[src/rtl/dst_mem_pkg.sv]
// Shared types and default sizes for the posted-write memory block.
package dst_mem_pkg;

  typedef enum logic {
    IDLE  = 1'b0,
    FLUSH = 1'b1
  } state_t;

  localparam int DEF_ADDR_W     = 3;
  localparam int DEF_DATA_W     = 8;
  localparam int DEF_WBUF_DEPTH = 4;

endpackage

[src/rtl/wbuf_fifo.sv]
// Posted-write FIFO holding {addr, data}; every slot plus the read pointer is
// exposed so the parent can search pending writes for read forwarding.
module wbuf_fifo
  import dst_mem_pkg::*;
#(
  parameter int ADDR_W = DEF_ADDR_W,
  parameter int DATA_W = DEF_DATA_W,
  parameter int DEPTH  = DEF_WBUF_DEPTH,
  parameter int PTR_W  = (DEPTH > 1) ? $clog2(DEPTH) : 1,
  parameter int CNT_W  = $clog2(DEPTH + 1)
) (
  input  logic                           clk,
  input  logic                           reset,
  input  logic                           push,
  input  logic [ADDR_W-1:0]              push_addr,
  input  logic [DATA_W-1:0]              push_data,
  input  logic                           pop,
  output logic [ADDR_W-1:0]              head_addr,
  output logic [DATA_W-1:0]              head_data,
  output logic [CNT_W-1:0]               count,
  output logic [PTR_W-1:0]               rd_ptr,
  output logic [DEPTH-1:0][ADDR_W-1:0]   ent_addr,
  output logic [DEPTH-1:0][DATA_W-1:0]   ent_data
);

  logic [PTR_W-1:0]              wr_ptr;
  logic [DEPTH-1:0][ADDR_W-1:0]  addr_q;
  logic [DEPTH-1:0][DATA_W-1:0]  data_q;

  // Pointers wrap naturally because DEPTH is a power of two.
  always_ff @(posedge clk) begin
    if (reset) begin
      wr_ptr <= '0;
      rd_ptr <= '0;
      count  <= '0;
    end else begin
      if (push) wr_ptr <= wr_ptr + PTR_W'(1);
      if (pop)  rd_ptr <= rd_ptr + PTR_W'(1);
      count <= count + CNT_W'(push) - CNT_W'(pop);
    end
  end

  always_ff @(posedge clk) begin
    if (push) begin
      addr_q[wr_ptr] <= push_addr;
      data_q[wr_ptr] <= push_data;
    end
  end

  assign head_addr = addr_q[rd_ptr];
  assign head_data = data_q[rd_ptr];
  assign ent_addr  = addr_q;
  assign ent_data  = data_q;

endmodule

[src/rtl/dst_write_memory.sv]
// Single-port memory fronted by a posted-write buffer with flush control.
// Define DST_MEM_FORWARD_EN to let reads see the newest pending buffered write.
module dst_write_memory
  import dst_mem_pkg::*;
#(
  parameter int ADDR_W     = DEF_ADDR_W,
  parameter int DATA_W     = DEF_DATA_W,
  parameter int WBUF_DEPTH = DEF_WBUF_DEPTH
) (
  input  logic              clk,
  input  logic              reset,
  input  logic              wr_valid,
  output logic              wr_ready,
  input  logic [ADDR_W-1:0] wr_addr,
  input  logic [DATA_W-1:0] wr_data,
  input  logic              rd_en,
  input  logic [ADDR_W-1:0] rd_addr,
  output logic [DATA_W-1:0] rd_data,
  output logic              rd_valid,
  input  logic              flush_req,
  output logic              flush_done,
  output logic              busy
);

  localparam int MEM_N = 2 ** ADDR_W;
  localparam int PTR_W = (WBUF_DEPTH > 1) ? $clog2(WBUF_DEPTH) : 1;
  localparam int CNT_W = $clog2(WBUF_DEPTH + 1);
  localparam logic [CNT_W-1:0] FULL_CNT = CNT_W'(WBUF_DEPTH);

  state_t                            state_q, state_d;
  logic [DATA_W-1:0]                 mem_q [MEM_N];
  logic [CNT_W-1:0]                  count;
  logic [PTR_W-1:0]                  fifo_rd_ptr;
  logic [ADDR_W-1:0]                 head_addr;
  logic [DATA_W-1:0]                 head_data;
  logic [WBUF_DEPTH-1:0][ADDR_W-1:0] ent_addr;
  logic [WBUF_DEPTH-1:0][DATA_W-1:0] ent_data;
  logic                              push, drain, rd_fire;
  logic [DATA_W-1:0]                 rd_value;
  logic                              vld_p1;
  logic [DATA_W-1:0]                 rd_data_p1;

  assign busy     = (count != '0);
  assign wr_ready = (count < FULL_CNT) && (state_q != FLUSH);
  assign push     = wr_valid && wr_ready;
  // One array access per cycle: IDLE favours reads, FLUSH favours draining.
  assign drain    = busy && ((state_q == FLUSH) || !rd_en);
  assign rd_fire  = rd_en && !drain;

  wbuf_fifo #(
    .ADDR_W (ADDR_W),
    .DATA_W (DATA_W),
    .DEPTH  (WBUF_DEPTH)
  ) u_wbuf (
    .clk       (clk),
    .reset     (reset),
    .push      (push),
    .push_addr (wr_addr),
    .push_data (wr_data),
    .pop       (drain),
    .head_addr (head_addr),
    .head_data (head_data),
    .count     (count),
    .rd_ptr    (fifo_rd_ptr),
    .ent_addr  (ent_addr),
    .ent_data  (ent_data)
  );

  always_ff @(posedge clk) begin
    if (reset) state_q <= IDLE;
    else       state_q <= state_d;
  end

  always_comb begin
    state_d    = state_q;
    flush_done = 1'b0;
    case (state_q)
      IDLE:  if (flush_req) state_d = FLUSH;
      FLUSH: if (!busy) begin
        state_d    = IDLE;
        flush_done = 1'b1;
      end
      default: state_d = IDLE;
    endcase
  end

`ifdef DST_MEM_FORWARD_EN
  logic [PTR_W-1:0] fwd_idx;

  // Walk oldest to newest so the last match is the most recent write.
  always_comb begin
    rd_value = mem_q[rd_addr];
    fwd_idx  = '0;
    for (int i = 0; i < WBUF_DEPTH; i++) begin
      fwd_idx = fifo_rd_ptr + PTR_W'(i);
      if ((CNT_W'(i) < count) && (ent_addr[fwd_idx] == rd_addr))
        rd_value = ent_data[fwd_idx];
    end
  end
`else
  logic unused_fwd;
  assign unused_fwd = ^{fifo_rd_ptr, ent_addr, ent_data};
  assign rd_value   = mem_q[rd_addr];
`endif

  // Stage p1: registered read result and array drain write.
  always_ff @(posedge clk) begin
    if (reset) begin
      for (int i = 0; i < MEM_N; i++) mem_q[i] <= '0;
      vld_p1     <= 1'b0;
      rd_data_p1 <= '0;
    end else begin
      vld_p1 <= rd_fire;
      if (rd_fire) rd_data_p1 <= rd_value;
      if (drain)   mem_q[head_addr] <= head_data;
    end
  end

  assign rd_valid = vld_p1;
  assign rd_data  = rd_data_p1;

endmodule

[config.mk]
export PLATFORM = sky130hd
export DESIGN_NAME = dst_write_memory
export DESIGN_NICKNAME = d
export VERILOG_FILES = /design/src/rtl/dst_mem_pkg.sv /design/src/rtl/wbuf_fifo.sv /design/src/rtl/dst_write_memory.sv
export SDC_FILE = /design/constraint.sdc
export NUM_CORES = 1
export LEC_CHECK = 0
export CAP_MARGIN = 40
export CORE_UTILIZATION = 25
export DETAILED_ROUTE_END_ITERATION = 12
export GPL_TIMING_DRIVEN = 1
export SLEW_MARGIN = 20
export SYNTH_ARGS = -nofsm -noshare
export SYNTH_HDL_FRONTEND = slang
export SYNTH_HIERARCHICAL = 1
export SYNTH_SLANG_ARGS = --single-unit
[constraint.sdc]
create_clock -name clk -period 5.8 [get_ports clk]
set_input_delay 1.45 -clock clk [delete_from_list [all_inputs] [get_ports clk]]
set_output_delay 1.45 -clock clk [all_outputs]
set_load 0.005 [all_outputs]
==> metrics.log <==
INFO  metric synth_compound_area_share = 4.765%
INFO  metric internal-power = 1.911 mW
INFO  metric timing.clock.skew = 0.01412 ns
INFO  metric cp-startpoint = reset
INFO  metric crit-reg2reg-launch = u_wbuf/rd_ptr[1]$_SDFFE_PP0P_
INFO  metric cts_buffer_depth = 2
INFO  metric finish.net_count = 408
INFO  metric remaining_drc_errors = 6
INFO  metric synth_top_cell_by_area = sky130_fd_sc_hd__edfxtp_1
INFO  metric placed_instances = 639
INFO  metric crit_required = 5.84 ns
INFO  metric startpoint_kind_of_the_worst_setup_timing_path = input port
INFO  metric asr_flop_ratio_synth = 0%
INFO  metric dpl.hpwl = 7.695 mm
INFO  metric fp.coreArea = 21960 um2
INFO  metric synthMuxAreaShare = 10.55%
INFO  metric synthAdderAreaFrac = 1.692%
INFO  metric tritoncts = yes
INFO  metric synthDominantCellAreaShare = 57.72%
INFO  metric num_io_pins = 31
INFO  metric final_layout_size_suffix_gt1_share = 27.85%
INFO  metric viasPerCell = 4.356
INFO  metric clkLatencyLatePin = 0.41 ns
INFO  metric total_power = 2.868 mW
INFO  metric critical_path_peak_fanout = 14
INFO  metric pin_count_of_the_biggest_net_entering_global_routing = 37
INFO  metric netlist_instances = 351
INFO  metric post_cts_resized = 0
INFO  metric yosysWarningCount = 6
INFO  metric grt_antenna_before_repair = 0
INFO  metric track_usage = 10.05%
INFO  metric parity_gate_share_of_the_synthesized_area_counting_xor_and_xnor_cells = 0.7348%
INFO  metric synth_area_in_simple_gates = 14.12%
INFO  metric floorplan.rows = 54
INFO  metric report.final.slew_viol_count = 0
INFO  metric min_period = 3.673 ns
INFO  metric ir_drop = 198.9 uV
INFO  metric route.detailed.wl_per_inst = 16.30 um
INFO  metric postRouteAntennaNets = 0
INFO  metric timing.final.setup_violations = 0
INFO  metric final-instance-count-excl-fill = 675
INFO  metric floorplan.die.width = 151.9 um
INFO  metric power_frac_comb = 25.1%
INFO  metric holdBufCountCts = 0
INFO  metric first_global_vias = 3119
INFO  metric power.net_switching = 957.3 uW
INFO  metric filler_cell_count = 2131
INFO  metric switching_share = 33.37%
INFO  metric holdWs = 0.4682 ns
INFO  metric slew-limit-headroom = 41.93%
INFO  metric htree_levels = 4
INFO  metric ys_ff_latch = 125
INFO  metric whs_path_depth = 1
INFO  metric fp.dieArea = 23080 um2
INFO  metric report.final.hold_viol_count = 0
INFO  metric hold_path_class = reg2reg
INFO  metric drt_iter0_markers = 205
INFO  metric path_clk_slew = 0.06 ns
INFO  metric drt-pass1-iter-count = 8
INFO  metric synthesis.nets = 377
INFO  metric n_antenna_cell = 0
INFO  metric power_density = 424.0 nW/um2
INFO  metric area_overhead_vs_synth = 20.40%
INFO  metric critical_path.endpoint_type = register
INFO  metric post_cts_setup_buffer_count = 0
INFO  metric violated_checks = DRC
INFO  metric seq_power_share = 39.4%
INFO  metric power.static_leakage = 2.198 nW
INFO  metric post_synth_main_area_contributors = sky130_fd_sc_hd__edfxtp_1 58%, sky130_fd_sc_hd__nor3_2 11%, sky130_fd_sc_hd__dfxtp_1 6.1%
INFO  metric rsz0062_at_grt = no
INFO  metric detailroute.via_count = 2940
INFO  metric sequential_area_share_after_synthesis = 63.77%
INFO  metric synth_cell_type_count = 34
INFO  metric power.share.clock = 35.5%
INFO  metric final_min_period_over_clock_period = 63.33%
INFO  metric numPortBuffers = 30
INFO  metric avgSynthCellArea = 16.01 um2
INFO  metric worstMarginPinSlew = 0.8710 ns
INFO  metric maxClockFrequency = 0.2722 GHz
INFO  metric grt_pass1_wl = 17.55 mm
INFO  metric worst_r2r_path_depth = 4
INFO  metric crit_arrival = 3.71 ns
INFO  metric run_status = finished with violations
INFO  metric clockRootBuffer = sky130_fd_sc_hd__clkbuf_16
INFO  metric die_y = 151.9 um
INFO  metric synth_top_family_by_area = simple AND/OR/NAND/NOR gates
INFO  metric timing.max_cap.violations = 0
INFO  metric min_from = rd_data[4]$_SDFFE_PP0P_
INFO  metric criticalPathCategory = in2reg
INFO  metric cts_made_buffers = 17
INFO  metric detail_route.wirelength = 11.01 mm
INFO  metric synthFlopType = sky130_fd_sc_hd__edfxtp_1
INFO  metric syn-cell-area = 5619 um2
INFO  metric synth_edf_count = 108
INFO  metric grt_overflow = 0
INFO  metric finalWeightedCongestion = 0.7539
INFO  metric setup-tns-final = 0 ns
INFO  metric cts.sinks = 125
INFO  metric starting_density_of_the_core = 25.59%
-- power groups by stage --
stage	Sequential, mW	Combinational, mW	Clock (mW)
2_1_floorplan	1.13	0.535	0
3_5_place_dp	1.17	0.669	0
3_3_place_gp	1.17	0.625	0
5_1_grt	1.14	0.777	1.08
6_report	1.13	0.720	1.02
4_1_cts	1.15	0.672	1.03
-- placed cells by master, fill, tap and decap left out, types with 8 or more instances in the layout --
cell type / synthesis / routed
sky130_fd_sc_hd__clkinv_1: 8 / 8
sky130_fd_sc_hd__clkdlybuf4s50_1: 0 / 29
sky130_fd_sc_hd__dfxtp_1: 17 / 17
sky130_fd_sc_hd__mux2i_1: 33 / 33
sky130_fd_sc_hd__nor3_2: 60 / 60
sky130_fd_sc_hd__a22oi_1: 16 / 16
sky130_fd_sc_hd__clkbuf_16: 0 / 17
sky130_fd_sc_hd__nor2_1: 8 / 8
sky130_fd_sc_hd__edfxtp_1: 108 / 108
sky130_fd_sc_hd__a32o_1: 8 / 8
sky130_fd_sc_hd__inv_1: 8 / 8
sky130_fd_sc_hd__o21ai_1: 8 / 8
-- worst max-delay path, stage by stage --
cell,delay [ns]
sky130_fd_sc_hd__clkdlybuf4s50_1,0.62
sky130_fd_sc_hd__or4_1,0.83
sky130_fd_sc_hd__buf_8,0.26
sky130_fd_sc_hd__o21ai_1,0.55
-- cell families after synthesis --
family / count (synthesis)
adders and majority gates: 7
AOI/OAI and AO/OA: 36
xor gates and xnor gates: 3
muxes: 44
DFF: 125
buffers and inverters: 42
and+or+nand+nor: 94
-- metal layers --
| metal | global-route usage (%) | vias up | part of all wire, % |
|---|---|---|---|
| met5 | 0 | - | 0 |
| met1 | 12.86 | 1448 | 46 |
| met2 | 16.34 | 59 | 47 |
| met3 | 2.824 | 11 | 5.8 |
| li1 | - | 1422 | - |
| met4 | 3.401 | 0 | 0.94 |
-- state kept, by name, indices dropped and copies added, names as in the netlist --
name,flops
state_q,1
u_wbuf/rd_ptr,2
u_wbuf/wr_ptr,2
rd_data,8
u_wbuf/count,3
rd_valid,1
u_wbuf/ent_addr,12
u_wbuf/ent_data,32
mem_q,64
-- path summary, 6_finish.rpt --
path	slack, ns	end
worst max-delay path	2.13	mem_q[1][4]$_SDFFCE_PN0P_
worst min-delay path	0.47	rd_data[4]$_SDFFE_PP0P_
worst max register to register	2.77	mem_q[1][4]$_SDFFCE_PN0P_
worst min register to register	0.47	rd_data[4]$_SDFFE_PP0P_
-- through the flow --
step	worst slack, ns	instance area [um2]	util, %
floorplan	2.737	5619	-
global placement	1.668	6087	27.72
detailed placement	1.658	6128	27.91
CTS	2.091	6700	30.51
global route	1.900	6765	30.81
finish	2.127	6765	30.81
-- synth_stat cells, types with 2 or more instances --
cell / number
sky130_fd_sc_hd__clkinv_1: 8
sky130_fd_sc_hd__dfxtp_1: 17
sky130_fd_sc_hd__and2_1: 7
sky130_fd_sc_hd__nor2b_1: 5
sky130_fd_sc_hd__nor2_1: 8
sky130_fd_sc_hd__ha_1: 6
sky130_fd_sc_hd__o21ai_1: 8
sky130_fd_sc_hd__mux2i_1: 33
sky130_fd_sc_hd__buf_6: 8
sky130_fd_sc_hd__buf_1: 5
sky130_fd_sc_hd__buf_2: 9
sky130_fd_sc_hd__a21oi_1: 2
sky130_fd_sc_hd__mux4_2: 7
sky130_fd_sc_hd__a32o_1: 8
sky130_fd_sc_hd__clkbuf_1: 3
sky130_fd_sc_hd__edfxtp_1: 108
sky130_fd_sc_hd__xnor2_1: 2
sky130_fd_sc_hd__nor3_1: 6
sky130_fd_sc_hd__nor3_2: 60
sky130_fd_sc_hd__mux4_1: 4
sky130_fd_sc_hd__a22oi_1: 16
sky130_fd_sc_hd__inv_1: 8
sky130_fd_sc_hd__nand2b_1: 2
-- final cells by class --
cell class | instances | area, um2 | area share, %
flip-flops and latches | 125 | 3583 | 52.97
multi-input cells | 184 | 1790 | 26.47
clock buffers | 17 | 425.4 | 6.288
repair buffers | 38 | 409.1 | 6.048
well taps | 280 | 350.3 | 5.178
clock inverters | 15 | 146.4 | 2.164
inverters | 16 | 60.06 | 0.8877
Note: power is estimated with default switching activity, not from simulation.
==> edit (same settings) <==
Build with the macro `DST_MEM_FORWARD_EN` defined.
--- a/src/rtl/dst_write_memory.sv
+++ b/src/rtl/dst_write_memory.sv
@@ -1,5 +1,7 @@
 // Single-port memory fronted by a posted-write buffer with flush control.
 // Define DST_MEM_FORWARD_EN to let reads see the newest pending buffered write.
+`define DST_MEM_FORWARD_EN
+
 module dst_write_memory
   import dst_mem_pkg::*;
 #(
Function: changed (a bounded check fails within 4 cycles, from zero or initial values and one cycle with reset high).
==> edit against the original RTL <==
  * Clock power up 7%
  * Final area grew 19%
  * Area after synthesis increased by 21%
  * Register-to-register slack improved by 0.12 ns
  * Worst setup slack improved by 0.025 ns
  * Largest cell class unchanged
  * Wire length grew 36%
  * Sequential cell count unchanged
  * Total power increased by 15%
==> edit: results (changes against the original RTL) <==
Slew @ Worst Pin 0.7721 ns (-0.09893 ns); Synthesized Nets 459 (+22%); reg2reg path depth 6 (+2); Layout Nets 494 (+21%); flop2flop setup slack 2.89 ns (+0.12 ns); Clock Path Buffers 2 (unchanged); DR vias/cell 4.859 (+12%); Worst Setup SP rd_en; sw frac 29.04% (-4.3 points); leakage power 2.724 nW (+24%); RD Place Congestion 0.7849 (+4.1%); Clock transition at path regs 0.06 ns (about the same); placed cell count 783 (+23%); worst-path fanout max 5 (-9); Synth cell types 41 (+21%); FILL cells 2511 (+18%); pre-CTS WS 1.684 ns (+0.02645 ns); per-cell routed wire length 18.38 µm (+13%); ys async rst share 0% (unchanged); Synth top cells by count edfxtp_1, and2_1, mux4_2; worst r2r dst mem_q[0][2]; status complete, no violations; TritonRoute pass-1 iters 4 (-4); Worst Hold Launch rd_data[2]; YS warnings 6 (unchanged); largest cells by area after synthesis edfxtp_1, mux4_2, and2_1; Detailed Place HPWL 10.79 mm (+40%); post-layout instance area 0.008082 mm² (+19%); HP Class flop to flop; gr usage total 11.52% (+1.5 points); DR vias 3965 (+35%); final worst slack 2.152 ns (+0.02477 ns); post-synthesis sequential area ratio 52.89% (-11 points); Setup Skew 0.008204 ns (-0.005915 ns); worst setup path end u_wbuf/count[2]; clock latency on the worst-skew pair ~0.42 ns; post-placement cell area 0.007463 mm² (+22%); final hold viol count 0 (unchanged); first-pass GRT wire length 23.89 mm (+36%); WP data arrival 3.96 ns (+0.25 ns); largest net degree at the start of global routing 58 (+57%); DRT iter0 DRCs 357 (+74%); Post-Syn Instances 433 (+23%); root buf cell clkbuf_16; share of cells above drive strength 1 25.16% (-2.7 points); vias in the first global route 4156 (+33%); most flop-heavy register mem_q; maximum vdd drop 0.2076 mV (+4.4%); hold_buf cts 0 (unchanged); Post-synth EDFFs 108 (unchanged); initial antenna violation count 0 (unchanged)
[edit: metal layers]
layer / GRT usage, % / vias to the layer above / part of all wire (%)
met5: 0 / - / 0
met4: 5.395 / 0 / 1.8
met3: 2.495 / 20 / 5.4
met2: 19.57 / 114 / 52
met1: 13.94 / 2040 / 41
li1: - / 1791 / -
[edit: cells by family (layout without fill, tap and decap cells)]
logic type,count (synthesis),count (layout),synth area share (%)
fa+ha+maj,7,7,1.403
compound gates,46,46,4.340
simple gates,125,125,11.28
flops,125,125,52.89
mux,80,80,25.21
buf+inv,35,83,2.715
xor+xnor,15,15,2.161
[edit: how the worst min path moves through the flow]
stage | to | cells past startpoint | slack [ns]
after floorplan | state_q | 2 | 0.49
after global placement | state_q | 2 | 0.52
after detailed placement | rd_data[2] | 2 | 0.54
after CTS | rd_data[2] | 2 | 0.55
after global routing | rd_data[2] | 2 | 0.58
final | rd_data[2] | 2 | 0.54
[edit: critical path, cell delays in order]
cell             delay, ns
clkdlybuf4s50_1       0.49
inv_1                 0.06
o21ai_0               0.53
inv_1                 0.25
ha_1                  0.34
inv_1                 0.04
ha_1                  0.18
fa_1                  0.37
xor3_1                0.20
nor2_1                0.04
[edit: layout make-up]
type	instances	share of cell area, %
inverters	9	0.4180
clock inverters	14	2.152
flip-flops and latches	125	44.40
clock buffers	18	5.310
well taps	335	5.187
multi-input cells	273	37.37
repair buffers	42	5.156
[edit: power by group through the flow]
stage / clock [mW] / sequential (mW) / combinational, mW
after floorplan: 0 / 1.15 / 0.798
after global placement: 0 / 1.26 / 0.910
after detailed placement: 0 / 1.20 / 1.03
after CTS: 1.11 / 1.18 / 1.04
after global routing: 1.15 / 1.19 / 1.11
final: 1.09 / 1.17 / 1.02
